### src/rtl/ex_div_pkg.sv
// Shared definitions for the EX-stage iterative divider: FSM states, handshake levels, aluop codes.
package ex_div_pkg;

   typedef enum logic [1:0] {
      DIV_FREE   = 2'b00,
      DIV_BYZERO = 2'b01,
      DIV_ON     = 2'b10,
      DIV_END    = 2'b11
   } div_state_e;

   localparam logic DIV_RESULT_READY     = 1'b1;
   localparam logic DIV_RESULT_NOT_READY = 1'b0;
   localparam logic DIV_START            = 1'b1;
   localparam logic DIV_STOP             = 1'b0;

   typedef logic [63:0] double_reg_bus_t;

   typedef enum logic [7:0] {
      EXE_DIV_OP  = 8'b0001_1010,
      EXE_DIVU_OP = 8'b0001_1011
   } div_aluop_e;

endpackage

### src/rtl/ex_div.sv
// Radix-2 restoring divider for DIV/DIVU returning {remainder, quotient}; one bit per cycle.
// Optional macro DIV_ZERO_FLAG_EN adds a registered divide-by-zero flag output.
module ex_div
   import ex_div_pkg::*;
#(
   parameter int WIDTH = 32,
   parameter int CNT_W = 6
) (
   input  logic               clk,
   input  logic               reset,
   input  logic               signed_div_i,
   input  logic [WIDTH-1:0]   opdata1_i,
   input  logic [WIDTH-1:0]   opdata2_i,
   input  logic               start_i,
   input  logic               annul_i,
   output logic [2*WIDTH-1:0] result_o,
`ifdef DIV_ZERO_FLAG_EN
   output logic               ready_o,
   output logic               div_zero_o
`else
   output logic               ready_o
`endif
);

   div_state_e       state, state_next;
   logic [CNT_W-1:0] cnt;
   logic [WIDTH-1:0] rem_q, quo_q, dsr_q;
   logic             quo_neg, rem_neg;
   logic [WIDTH:0]   trial;
   logic [WIDTH-1:0] op1_mag, op2_mag, quo_final, rem_final;
   logic             last_step;

   function automatic logic [WIDTH-1:0] negate(input logic [WIDTH-1:0] v);
      return ~v + WIDTH'(1);
   endfunction

   assign op1_mag   = (signed_div_i && opdata1_i[WIDTH-1]) ? negate(opdata1_i) : opdata1_i;
   assign op2_mag   = (signed_div_i && opdata2_i[WIDTH-1]) ? negate(opdata2_i) : opdata2_i;
   // Extra MSB of the trial subtraction is the borrow: set means the divisor did not fit.
   assign trial     = {1'b0, rem_q[WIDTH-2:0], quo_q[WIDTH-1]} - {1'b0, dsr_q};
   assign last_step = (cnt == CNT_W'(WIDTH - 1));
   assign quo_final = quo_neg ? negate(quo_q) : quo_q;
   assign rem_final = rem_neg ? negate(rem_q) : rem_q;

   // NOTE: sequential state uses non-blocking assignments so every register samples pre-edge values.
   always_ff @(posedge clk) begin
      if (!reset) state <= DIV_FREE;
      else        state <= state_next;
   end

   // NOTE: state_next gets a default before the case so no path leaves it unassigned (no latch).
   always_comb begin
      state_next = state;
      case (state)
         DIV_FREE:
            if (start_i == DIV_START && !annul_i)
               state_next = (opdata2_i == '0) ? DIV_BYZERO : DIV_ON;
         DIV_BYZERO:
            state_next = annul_i ? DIV_FREE : DIV_END;
         DIV_ON:
            if (annul_i)        state_next = DIV_FREE;
            else if (last_step) state_next = DIV_END;
         DIV_END:
            if (start_i == DIV_STOP || annul_i) state_next = DIV_FREE;
         default:
            state_next = DIV_FREE;
      endcase
   end

   always_ff @(posedge clk) begin
      if (!reset) begin
         cnt      <= '0;
         rem_q    <= '0;
         quo_q    <= '0;
         dsr_q    <= '0;
         quo_neg  <= 1'b0;
         rem_neg  <= 1'b0;
         ready_o  <= DIV_RESULT_NOT_READY;
         result_o <= '0;
      end else begin
         ready_o  <= DIV_RESULT_NOT_READY;
         result_o <= '0;
         case (state)
            DIV_FREE:
               if (state_next == DIV_ON) begin
                  cnt     <= '0;
                  rem_q   <= '0;
                  quo_q   <= op1_mag;
                  dsr_q   <= op2_mag;
                  quo_neg <= signed_div_i & (opdata1_i[WIDTH-1] ^ opdata2_i[WIDTH-1]);
                  rem_neg <= signed_div_i & opdata1_i[WIDTH-1];
               end else if (state_next == DIV_BYZERO) begin
                  // Cleared registers make the common END path emit a zero result.
                  cnt     <= '0;
                  rem_q   <= '0;
                  quo_q   <= '0;
                  quo_neg <= 1'b0;
                  rem_neg <= 1'b0;
               end
            DIV_ON:
               if (!annul_i) begin
                  if (!trial[WIDTH]) begin
                     rem_q <= trial[WIDTH-1:0];
                     quo_q <= {quo_q[WIDTH-2:0], 1'b1};
                  end else begin
                     rem_q <= {rem_q[WIDTH-2:0], quo_q[WIDTH-1]};
                     quo_q <= {quo_q[WIDTH-2:0], 1'b0};
                  end
                  cnt <= cnt + CNT_W'(1);
               end
            DIV_END:
               if (state_next == DIV_END) begin
                  ready_o  <= DIV_RESULT_READY;
                  result_o <= {rem_final, quo_final};
               end
            default: ;
         endcase
      end
   end

`ifdef DIV_ZERO_FLAG_EN
   always_ff @(posedge clk) begin
      if (!reset) div_zero_o <= 1'b0;
      else        div_zero_o <= (state_next == DIV_BYZERO) || (div_zero_o && state_next == DIV_END);
   end
`endif

endmodule

### config.mk
export PLATFORM = sky130hd
export DESIGN_NAME = ex_div
export DESIGN_NICKNAME = d
export VERILOG_FILES = /design/src/rtl/ex_div_pkg.sv /design/src/rtl/ex_div.sv
export SDC_FILE = /design/constraint.sdc
export NUM_CORES = 1
export LEC_CHECK = 0
export ABC_CLOCK_PERIOD_IN_PS = 9650
export BUFFER_PORTS_ARGS = -buffer_cell sky130_fd_sc_hd__buf_2
export CORE_MARGIN = 1
export CORE_UTILIZATION = 63
export DETAILED_ROUTE_END_ITERATION = 12
export HOLD_SLACK_MARGIN = 0.03
export PLACE_DENSITY = 0.85
export SLEW_MARGIN = 20
export SYNTH_ARGS = -nofsm -noshare
export SYNTH_HDL_FRONTEND = slang
export SYNTH_SLANG_ARGS = --single-unit
### constraint.sdc
create_clock -name clk -period 9.65 [get_ports clk]
set_input_delay 0.4825 -clock clk [delete_from_list [all_inputs] [get_ports clk]]
set_output_delay 0.4825 -clock clk [all_outputs]
set_load 0.02 [all_outputs]
==> flow_summary.ini, run 1 <==
[status]
status = completed

[worst_setup_path]
path_depth = 15
worst-path-max-fanout = 36
crit_path_start_kind = primary input
worst_path_max_delay_cell = nor4b_1
crit_path_end_kind = flip-flop
worstRegToRegCells = 9
cp.buffers_inverters = 3
path_cells = buf_2, nor4_1, nor4b_1, nand3_1, nor3_1, nand3_1, a31oi_1, inv_1, ha_1, or3_1, nand2_1, buf_4, nand4_1, or3_1, a21oi_1
criticalPathCategory = primary input to flip-flop
required_ns = 10.00
crit_start = opdata2_i[7]
worstReg2RegStart = rem_q[26]$_SDFFE_PN0P_
worstPathArrival_ns = 4.58
path_delay_family = simple AND/OR/NAND/NOR gates
worst-r2r-setup-slack_ns = 5.52
reg2reg_to = rem_q[7]$_SDFFE_PN0P_
critPathCapture = cnt[5]$_SDFFE_PN0P_
worst_path_largest_cell_delay_ns = 0.59

[clocking]
cts_resized = 0
post_cts_buffers = 0
cts-root-buf = clkbuf_16
clk_pin_slew_ns = 0.06
clkLatencyLatePin_ns = 0.43
cts_buffers = 17
cts_tree = done
cts_buffer_depth = 2
numClockSinks = 171
cts-hold-fix-buffers = 0
htreeDepth = 4

[global_route]
grt-ovfl-total = 0
grt_pass1_wl_um = 39100
grt_pass1_vias = 8096
antenna_found_initial = 0
grt_usage_pct = 29.8
grt_max_degree = 73

[timing]
fin_worst_skew_ns = 0.00948
fin_setup_tns_ns = 0
post-route-period-util_pct = 43.8
relSlewSlack_pct = 23.2
min_period_ns = 4.23
slew_viol_final = 0
worst_slew_pin_slew_ns = 1.15
setup_viol = 0
rsz0062_at_grt = no
hold_violations = 0
timing.fmax_mhz = 237

[placement]
post-dp-hpwl_um = 17500
gp_congestion = 0.930
post-place-cells = 1554
port_buffers = 133

[routing]
ant_nets = 0
drtPass1Iterations = 7
vias_per_cell = 5.88
drc = 0
wl_per_cell_um = 15.2
wirelength_um = 24100
vias = 9324
drt-initial-drc-count = 611

[finish]
syn2layout_area_growth_pct = 13.5
drive_above_1_share_pct = 13.6
utilization_pct = 73.8
fin_cells = 1586
diodes = 0
layout.nets = 1472

[pwr]
powerDensity_nw_per_um2 = 151
ir_worst_vdd_v = 0.000131
leakage_nw = 4.71

[die]
ios = 134
fp-row-count = 45
die-height_um = 128
core_area_um2 = 15300
die_w_um = 128
start_util_pct = 65.0
die_area_um2 = 16300

[logic_synthesis]
synth-seq-cells = 171
yosys_warnings = 0
synthTopCellsByArea = dfxtp_1 34%, xor2_1 8.5%, nor2_1 7.5%, ha_1 5.0%, o21ai_0 4.0%
synthCells = 1263
syn_avg_cell_area_um2 = 7.88
synth_top_cell_by_area = dfxtp_1
ys.flop_type = dfxtp_1
synth_area_um2 = 9960
synth_top_area_share_pct = 34.4
async_reset_ff_share_pct = 0
syn_nets = 1373
ys_seq_area_share_pct = 34.4
ys_types = 58
synth_edf_count = 0

[worst_hold_path]
hold_start = opdata2_i[0]
hold_path.class = primary input to flip-flop
hold_depth = 3

[flow_run]
cap_violations = 0
[worst min path at each step]
stage	to	slack, ns
global placement	dsr_q[31]$_SDFFE_PN0P_	0.46
CTS	dsr_q[0]$_SDFFE_PN0P_	0.30
detailed placement	dsr_q[31]$_SDFFE_PN0P_	0.46
floorplan	dsr_q[31]$_SDFFE_PN0P_	0.45
global route	dsr_q[0]$_SDFFE_PN0P_	0.30
finish	dsr_q[0]$_SDFFE_PN0P_	0.31
[layout make-up]
cell class	count	area [µm²]
multi-input combinational	968	6080
fill	1218	4010
sequential	171	3420
timing repair buffer	143	741
clock buffer	22	454
tap	211	264
inverter	61	229
clock inverter	10	114
[report_power, final]
part	total, mW	internal [mW]	switching, mW
Combinational	0.281	0.112	0.169
Sequential	0.756	0.729	0.0271
Clock	0.666	0.388	0.278
Total	1.70	1.23	0.474
[Yosys cell counts, drive strengths merged, types with 8 or more instances]
| cell type | count |
|---|---|
| nor2 | 199 |
| a31oi | 10 |
| dfxtp | 171 |
| o31ai | 29 |
| a21oi | 72 |
| clkbuf | 57 |
| xor2 | 97 |
| ha | 40 |
| a311oi | 9 |
| nand3 | 21 |
| a21o | 11 |
| nor4 | 11 |
| a221oi | 31 |
| nor3 | 42 |
| and2 | 11 |
| xnor2 | 44 |
| mux2i | 9 |
| o21ai | 80 |
| inv | 61 |
| nand4 | 9 |
| nand2 | 97 |
| o41ai | 13 |
| nand2b | 13 |
| or4 | 8 |
| a211oi | 32 |
| or3 | 18 |
[flip-flops by register name, summed over array words and instances (netlist names)]
name      flops
cnt           6
rem_neg       1
result_o     64
quo_q        32
rem_q        32
ready_o       1
dsr_q        32
state         2
quo_neg       1
[cell usage in the layout (no fill, tap or decap), types with 42 or more instances in the layout]
cell     instances
a21oi_1         72
buf_2          133
dfxtp_1        171
inv_1           60
nand2_1         97
nor2_1         197
nor3_1          42
o21ai_0         79
xnor2_1         44
xor2_1          97
[stage by stage]
step	hold slack [ns]	setup WS [ns]	area, µm²	power, mW
floorplan	0.446	5.89	9960	0.968
global placement	0.457	5.20	10700	1.04
detailed placement	0.459	5.02	10700	1.04
CTS	0.302	5.45	11300	1.70
global route	0.304	5.03	11300	1.77
finish	0.308	5.42	11300	1.70
[metal layers]
layer	part of all wire [%]	vias to the layer above	track usage (%)
met1	48	4225	43.3
met2	43	394	45.0
met3	7.9	31	5.22
met4	1.4	0	8.65
li1	-	4674	-
met5	0	-	0
[worst reg2reg max path, delay by kind of cell, from the launching register on]
family                     cells  cell delay [ns]
DFF                            1             0.48
adders and majority gates      1             0.37
and+or+nand+nor                1             0.96
AOI/OAI and AO/OA              7             2.15
[cell families after synthesis]
family,synth area share [%]
adders and majority gates,5.23
buffers and inverters,4.67
AOI/OAI and AO/OA,21.5
muxes,1.24
xor gates and xnor gates,12.4
and+or+nand+nor,20.6
DFF,34.4
No activity file was read; power rests on OpenSTA's default activity.
==> inputs of run 2 (changes only) <==
--- a/config.mk
+++ b/config.mk
@@ -5,13 +5,13 @@
 export SDC_FILE = /design/constraint.sdc
 export NUM_CORES = 1
 export LEC_CHECK = 0
-export ABC_CLOCK_PERIOD_IN_PS = 9650
+export ABC_CLOCK_PERIOD_IN_PS = 4300
 export BUFFER_PORTS_ARGS = -buffer_cell sky130_fd_sc_hd__buf_2
 export CORE_MARGIN = 1
-export CORE_UTILIZATION = 63
+export CORE_UTILIZATION = 59
 export DETAILED_ROUTE_END_ITERATION = 12
 export HOLD_SLACK_MARGIN = 0.03
-export PLACE_DENSITY = 0.85
+export PLACE_DENSITY = 0.8
 export SLEW_MARGIN = 20
 export SYNTH_ARGS = -nofsm -noshare
 export SYNTH_HDL_FRONTEND = slang
==> constraint.sdc (replaced) <==
create_clock -name clk -period 4.3 [get_ports clk]
set_input_delay 0.215 -clock clk [delete_from_list [all_inputs] [get_ports clk]]
set_output_delay 0.215 -clock clk [all_outputs]
set_load 0.02 [all_outputs]
==> run 2 against run 1 <==
  * Cell count grew 0.95%
  * Power grew 130%
  * Clock power grew 130%
  * Die area grew 6.7%
  * Worst setup slack lost 4.6 ns
  * Clock-buffer cell count shrank 5
  * First-iteration DRC count grew 36%
  * Via count shrank 0.91%
==> flow_summary.ini, run 2 (synthesis results as in run 1) <==
[status]
status = completed

[global_route]
antenna_found_initial = 0
grt_pass1_vias = 8113
grt_usage_pct = 28.2
grt_pass1_wl_um = 39800
grt_max_degree = 73
grt-ovfl-total = 0

[worst_setup_path]
crit_path_end_kind = flip-flop
worst_path_max_delay_cell = or4_1
required_ns = 4.63
cpMostUsedCell = nor2_1
path_delay_family = simple AND/OR/NAND/NOR gates
cp.buffers_inverters = 3
worst-path-max-fanout = 34
worst_path_largest_cell_delay_ns = 0.56
crit_path_start_kind = primary input
worstPathArrival_ns = 3.82
path_cells = buf_2, or4_1, nor2_1, nand3b_1, nor2_1, nand3_1, nor3_1, nand3_1, a31oi_1, inv_1, ha_1, or3_1, nand2_1, buf_4, nand4_1, xor2_1, nor2_1
criticalPathCategory = primary input to flip-flop

[pwr]
leakage_nw = 4.75
pwr-share-seq_pct = 43.9
p_sw_share_pct = 29.9
combPwrFrac_pct = 16.1
p_sw_mw = 1.16
ir_worst_vdd_v = 0.000303
power.internal_mw = 2.72
powerDensity_nw_per_um2 = 341
p_clk_share_pct = 40.0

[finish]
largest_reg_flops = 64
drive_above_1_share_pct = 14.3
fillers = 1336
diodes = 0
final_cell_mix = 197 x nor2_1, 171 x dfxtp_1, 133 x buf_2, 97 x nand2_1, 97 x xor2_1
layout.nets = 1478
syn2layout_area_growth_pct = 14.3
regMostFlops = result_o
final_common_cell = nor2_1

[routing]
wirelength_um = 24400
drt-initial-drc-count = 829
drc = 0
vias_per_cell = 5.77
wl_per_cell_um = 15.2
vias = 9239
ant_nets = 0
drtPass1Iterations = 7

[clocking]
clkLatencyLatePin_ns = 0.44
cts_buffers = 17
post_cts_buffers = 0
cts_tree = done
numClockSinks = 171
htreeDepth = 4
clk_pin_slew_ns = 0.07
cts_resized = 0
cts-hold-fix-buffers = 0
cts-root-buf = clkbuf_16
cts_buffer_depth = 2

[timing]
fin_setup_tns_ns = 0
min_period_ns = 3.49
worst_slew_pin_slew_ns = 1.12
timing.fmax_mhz = 287
post-route-period-util_pct = 81.1
hold_violations = 0
fin_hold_ws_ns = 0.0425
rsz0062_at_grt = no
relSlewSlack_pct = 25.2
fin_worst_skew_ns = 0.0150
slew_viol_final = 0
setup_viol = 0
fin_ws_ns = 0.812

[die]
die_area_um2 = 17400
core_area_um2 = 16500
fp-row-count = 47
die_w_um = 132
die-height_um = 132
start_util_pct = 60.3
ios = 134

[worst_hold_path]
hold_path.class = primary input to flip-flop

[flow_run]
cap_violations = 0

[placement]
port_buffers = 133
dp_slack_ns = 0.348
gp_congestion = 0.925
post-dp-hpwl_um = 18000
==> run 2: changes by cell type in the layout (fill, tap and decap cells not counted), moves of 3 or more <==
| cell | before | now |
|---|---|---|
| buf_4 | 10 | 16 |
| inv_8 | 0 | 5 |
| clkbuf_1 | 4 | 0 |
| inv_6 | 2 | 6 |
| clkinv_2 | 4 | 1 |
==> run 2: layout make-up <==
cell class | count | area, µm² | share of cell area, %
clock buffers | 17 | 425 | 3.74
multi-input cells | 968 | 6080 | 53.4
well taps | 220 | 275 | 2.42
repair buffers | 149 | 786 | 6.90
inverters | 61 | 229 | 2.01
flip-flops and latches | 171 | 3420 | 30.1
clock inverters | 15 | 169 | 1.48
==> run 2: path summary, 6_finish.rpt <==
| check | depth (start not counted) | endpoint | slack [ns] | from |
|---|---|---|---|---|
| setup reg to reg | 11 | rem_q[31]$_SDFFE_PN0P_ | 0.91 | dsr_q[1]$_SDFFE_PN0P_ |
| hold reg to reg | 2 | dsr_q[31]$_SDFFE_PN0P_ | 0.47 | dsr_q[31]$_SDFFE_PN0P_ |
| hold / removal | 3 | dsr_q[0]$_SDFFE_PN0P_ | 0.04 | opdata2_i[0] |
| setup / recovery | 17 | cnt[4]$_SDFFE_PN0P_ | 0.81 | opdata2_i[15] |
==> run 2: worst reg2reg max path, cell delays in order, from the launching register on <==
cell and delay (ns):
dfxtp_1 0.46, inv_1 0.08, ha_1 0.28, nor2b_1 0.14, o31a_1 0.28, o21ai_0 0.48
o2111a_1 0.34, o31ai_1 0.15, a31o_2 0.28, a32oi_1 0.20, mux2_2 0.36, a221oi_1 0.23
==> run 2: power by group through the flow <==
stage | clock, mW | sequential, mW | combinational, mW
floorplan | 0 | 1.71 | 0.462
global placement | 0 | 1.73 | 0.599
detailed placement | 0 | 1.74 | 0.611
CTS | 1.57 | 1.70 | 0.617
global route | 1.64 | 1.71 | 0.695
finish | 1.55 | 1.70 | 0.623
==> run 2: per-stage QoR <==
| step | area (µm²) | total power, mW | utilization, % | std cells |
|---|---|---|---|---|
| CTS | 11400 | 3.88 | 68.9 | 1601 |
| floorplan | 9960 | 2.17 | - | 1263 |
| global route | 11400 | 4.05 | 68.9 | 1601 |
| detailed placement | 10800 | 2.35 | 65.3 | 1569 |
| global placement | 10800 | 2.33 | 65.3 | 1569 |
| finish | 11400 | 3.88 | 68.9 | 1601 |
==> run 2: routing by layer <==
| metal | global-route usage, % | vias up | share of wire [%] |
|---|---|---|---|
| li1 | - | 4689 | - |
| met1 | 41.8 | 4183 | 48 |
| met3 | 5.11 | 26 | 8.6 |
| met5 | 0 | - | 0 |
| met2 | 41.2 | 341 | 42 |
| met4 | 8.40 | 0 | 1.1 |
==> inputs of run 3 (changes only) <==
--- a/config.mk
+++ b/config.mk
@@ -5,13 +5,13 @@
 export SDC_FILE = /design/constraint.sdc
 export NUM_CORES = 1
 export LEC_CHECK = 0
-export ABC_CLOCK_PERIOD_IN_PS = 4300
+export ABC_CLOCK_PERIOD_IN_PS = 2900
 export BUFFER_PORTS_ARGS = -buffer_cell sky130_fd_sc_hd__buf_2
 export CORE_MARGIN = 1
-export CORE_UTILIZATION = 59
+export CORE_UTILIZATION = 53
 export DETAILED_ROUTE_END_ITERATION = 12
 export HOLD_SLACK_MARGIN = 0.03
-export PLACE_DENSITY = 0.8
+export PLACE_DENSITY = 0.76
 export SLEW_MARGIN = 20
 export SYNTH_ARGS = -nofsm -noshare
 export SYNTH_HDL_FRONTEND = slang
==> constraint.sdc (replaced) <==
create_clock -name clk -period 2.9 [get_ports clk]
set_input_delay 0.145 -clock clk [delete_from_list [all_inputs] [get_ports clk]]
set_output_delay 0.145 -clock clk [all_outputs]
set_load 0.02 [all_outputs]
==> run 3 against run 2 <==
  * The flow now finishes with violations (design-rule violations, negative setup slack)
  * Sequential power rose by 48%
  * Clock skew down 0.0013 ns
  * Critical path depth is 9 lower
  * Combinational power up 86%
  * Wire length increased by 13%
  * Global-route usage shrank 0.60 points
  * Largest cell class unchanged
==> flow_summary.ini, run 3 (synthesis results as in run 1) <==
[global_route]
grt_pass1_vias = 8711
grt_pass1_wl_um = 43000
grt-ovfl-total = 0
grt_max_degree = 71
antenna_found_initial = 0
grt_usage_pct = 27.6

[routing]
wl_per_cell_um = 15.8
vias = 9839
vias_per_cell = 5.66
wirelength_um = 27500
drtPass1Iterations = 9
drt-initial-drc-count = 720
drc = 11
ant_nets = 0

[pwr]
ir_worst_vdd_v = 0.000458
combPwrFrac_pct = 19.2
powerDensity_nw_per_um2 = 470
p_sw_share_pct = 28.1
p_clk_share_pct = 39.0
leakage_nw = 5.49
pwr-share-seq_pct = 41.8
power.internal_mw = 4.32
p_sw_mw = 1.69

[worst_setup_path]
crit_path_start_kind = flip-flop
worstRegToRegCells = 8
criticalPathCategory = flip-flop to flip-flop
crit_start = quo_q[11]$_SDFFE_PN0P_
worst-path-max-fanout = 3
crit_path_end_kind = flip-flop
worstPathArrival_ns = 3.33
worstReg2RegStart = quo_q[11]$_SDFFE_PN0P_
required_ns = 3.21

[status]
violations = design-rule violations, negative setup slack
status = complete, but fails checks

[die]
core_area_um2 = 18200
die_area_um2 = 19300
ios = 134
die-height_um = 139
fp-row-count = 49
start_util_pct = 54.7
die_w_um = 139

[clocking]
cts_buffer_depth = 2
numClockSinks = 171
htreeDepth = 4
cts_buffers = 17
cts_tree = done
cts-root-buf = clkbuf_16
clk_pin_slew_ns = 0.07
clkLatencyLatePin_ns = 0.43

[placement]
gp_congestion = 0.988
dpl_cell_area_um2 = 11900
post-dp-hpwl_um = 20000
post-place-cells = 1702
port_buffers = 133

[timing]
fin_worst_skew_ns = 0.0137
fin_setup_tns_ns = -0.260
rsz0062_at_grt = yes
fin_ws_ns = -0.127
slew_viol_final = 0
timing.fmax_mhz = 330
min_period_ns = 3.03
hold_violations = 0
setup_viol = 3
post-route-period-util_pct = 104
relSlewSlack_pct = 26.5
fin_hold_ws_ns = 0.0335
worst_slew_pin_slew_ns = 1.10

[finish]
fin_cells = 1738
diodes = 0
regMostFlops = result_o
syn2layout_area_growth_pct = 28.5
largest_reg_flops = 64
final_cell_mix = 193 x nor2_1, 167 x dfxtp_1, 135 x buf_4, 132 x buf_2, 97 x xor2_1
final_common_cell = nor2_1
drive_above_1_share_pct = 24.7
layout.nets = 1608
finalInstanceArea_um2 = 12800

[worst_hold_path]
hold_start = opdata2_i[12]
hold_path.class = primary input to flip-flop
hold_depth = 3

[flow_run]
cap_violations = 0
-- run 3: final cells by class --
cell class	count	area, µm²
Tap cell	229	287
Timing Repair Buffer	279	1870
Multi-Input combinational cell	968	6370
Clock inverter	12	164
Inverter	61	229
Fill cell	1457	5410
Sequential cell	171	3430
Clock buffer	18	439
-- run 3: final timing paths --
path                             end  slack (ns)
min           dsr_q[12]$_SDFFE_PN0P_        0.03
max reg2reg  result_o[29]$_SDFF_PN0_       -0.13
min reg2reg   dsr_q[31]$_SDFFE_PN0P_        0.49
max          result_o[29]$_SDFF_PN0_       -0.13
-- run 3: repair_timing --
action,4_1_cts,5_1_grt
cloned,0,2
setup endpoints to repair,18,71
setup buffers,0,3
resized for setup,8,48
pin swaps,0,19
hold buffers,1,0
endpoints found under the hold margin,2,0
-- run 3: metal layers --
| metal | up-vias | GRT usage [%] | routed length, µm |
|---|---|---|---|
| met1 | 4514 | 41.0 | 13100 |
| met3 | 30 | 3.73 | 2220 |
| li1 | 4944 | - | - |
| met4 | 0 | 8.13 | 342 |
| met2 | 351 | 41.1 | 11800 |
| met5 | - | 0 | 0 |
-- run 3: power by group through the flow --
| stage | clock (mW) | sequential [mW] | combinational [mW] |
|---|---|---|---|
| floorplan | 0 | 2.54 | 0.694 |
| global placement | 0 | 2.56 | 1.05 |
| detailed placement | 0 | 2.56 | 1.06 |
| CTS | 2.36 | 2.51 | 1.08 |
| global route | 2.47 | 2.52 | 1.27 |
| finish | 2.34 | 2.51 | 1.16 |
-- run 3: stage by stage --
step                      power [mW]  setup slack [ns]  util, %
after detailed placement        3.62            -0.402     65.1
after global routing            6.26            -0.183     70.3
after CTS                       5.95            -0.114     68.6
after floorplan                 3.23            -0.145        -
final                           6.01            -0.127     70.3
after global placement          3.60            -0.300     65.1
-- run 3: worst max-delay path: stages, from the launching register on --
cell and delay [ns]:
dfxtp_2 0.32, or4_4 0.54, or4_4 0.45, or3_4 0.39, or4_4 0.43, or3_4 0.38, o31ai_4 0.18, xor2_1 0.16
nor2_1 0.05
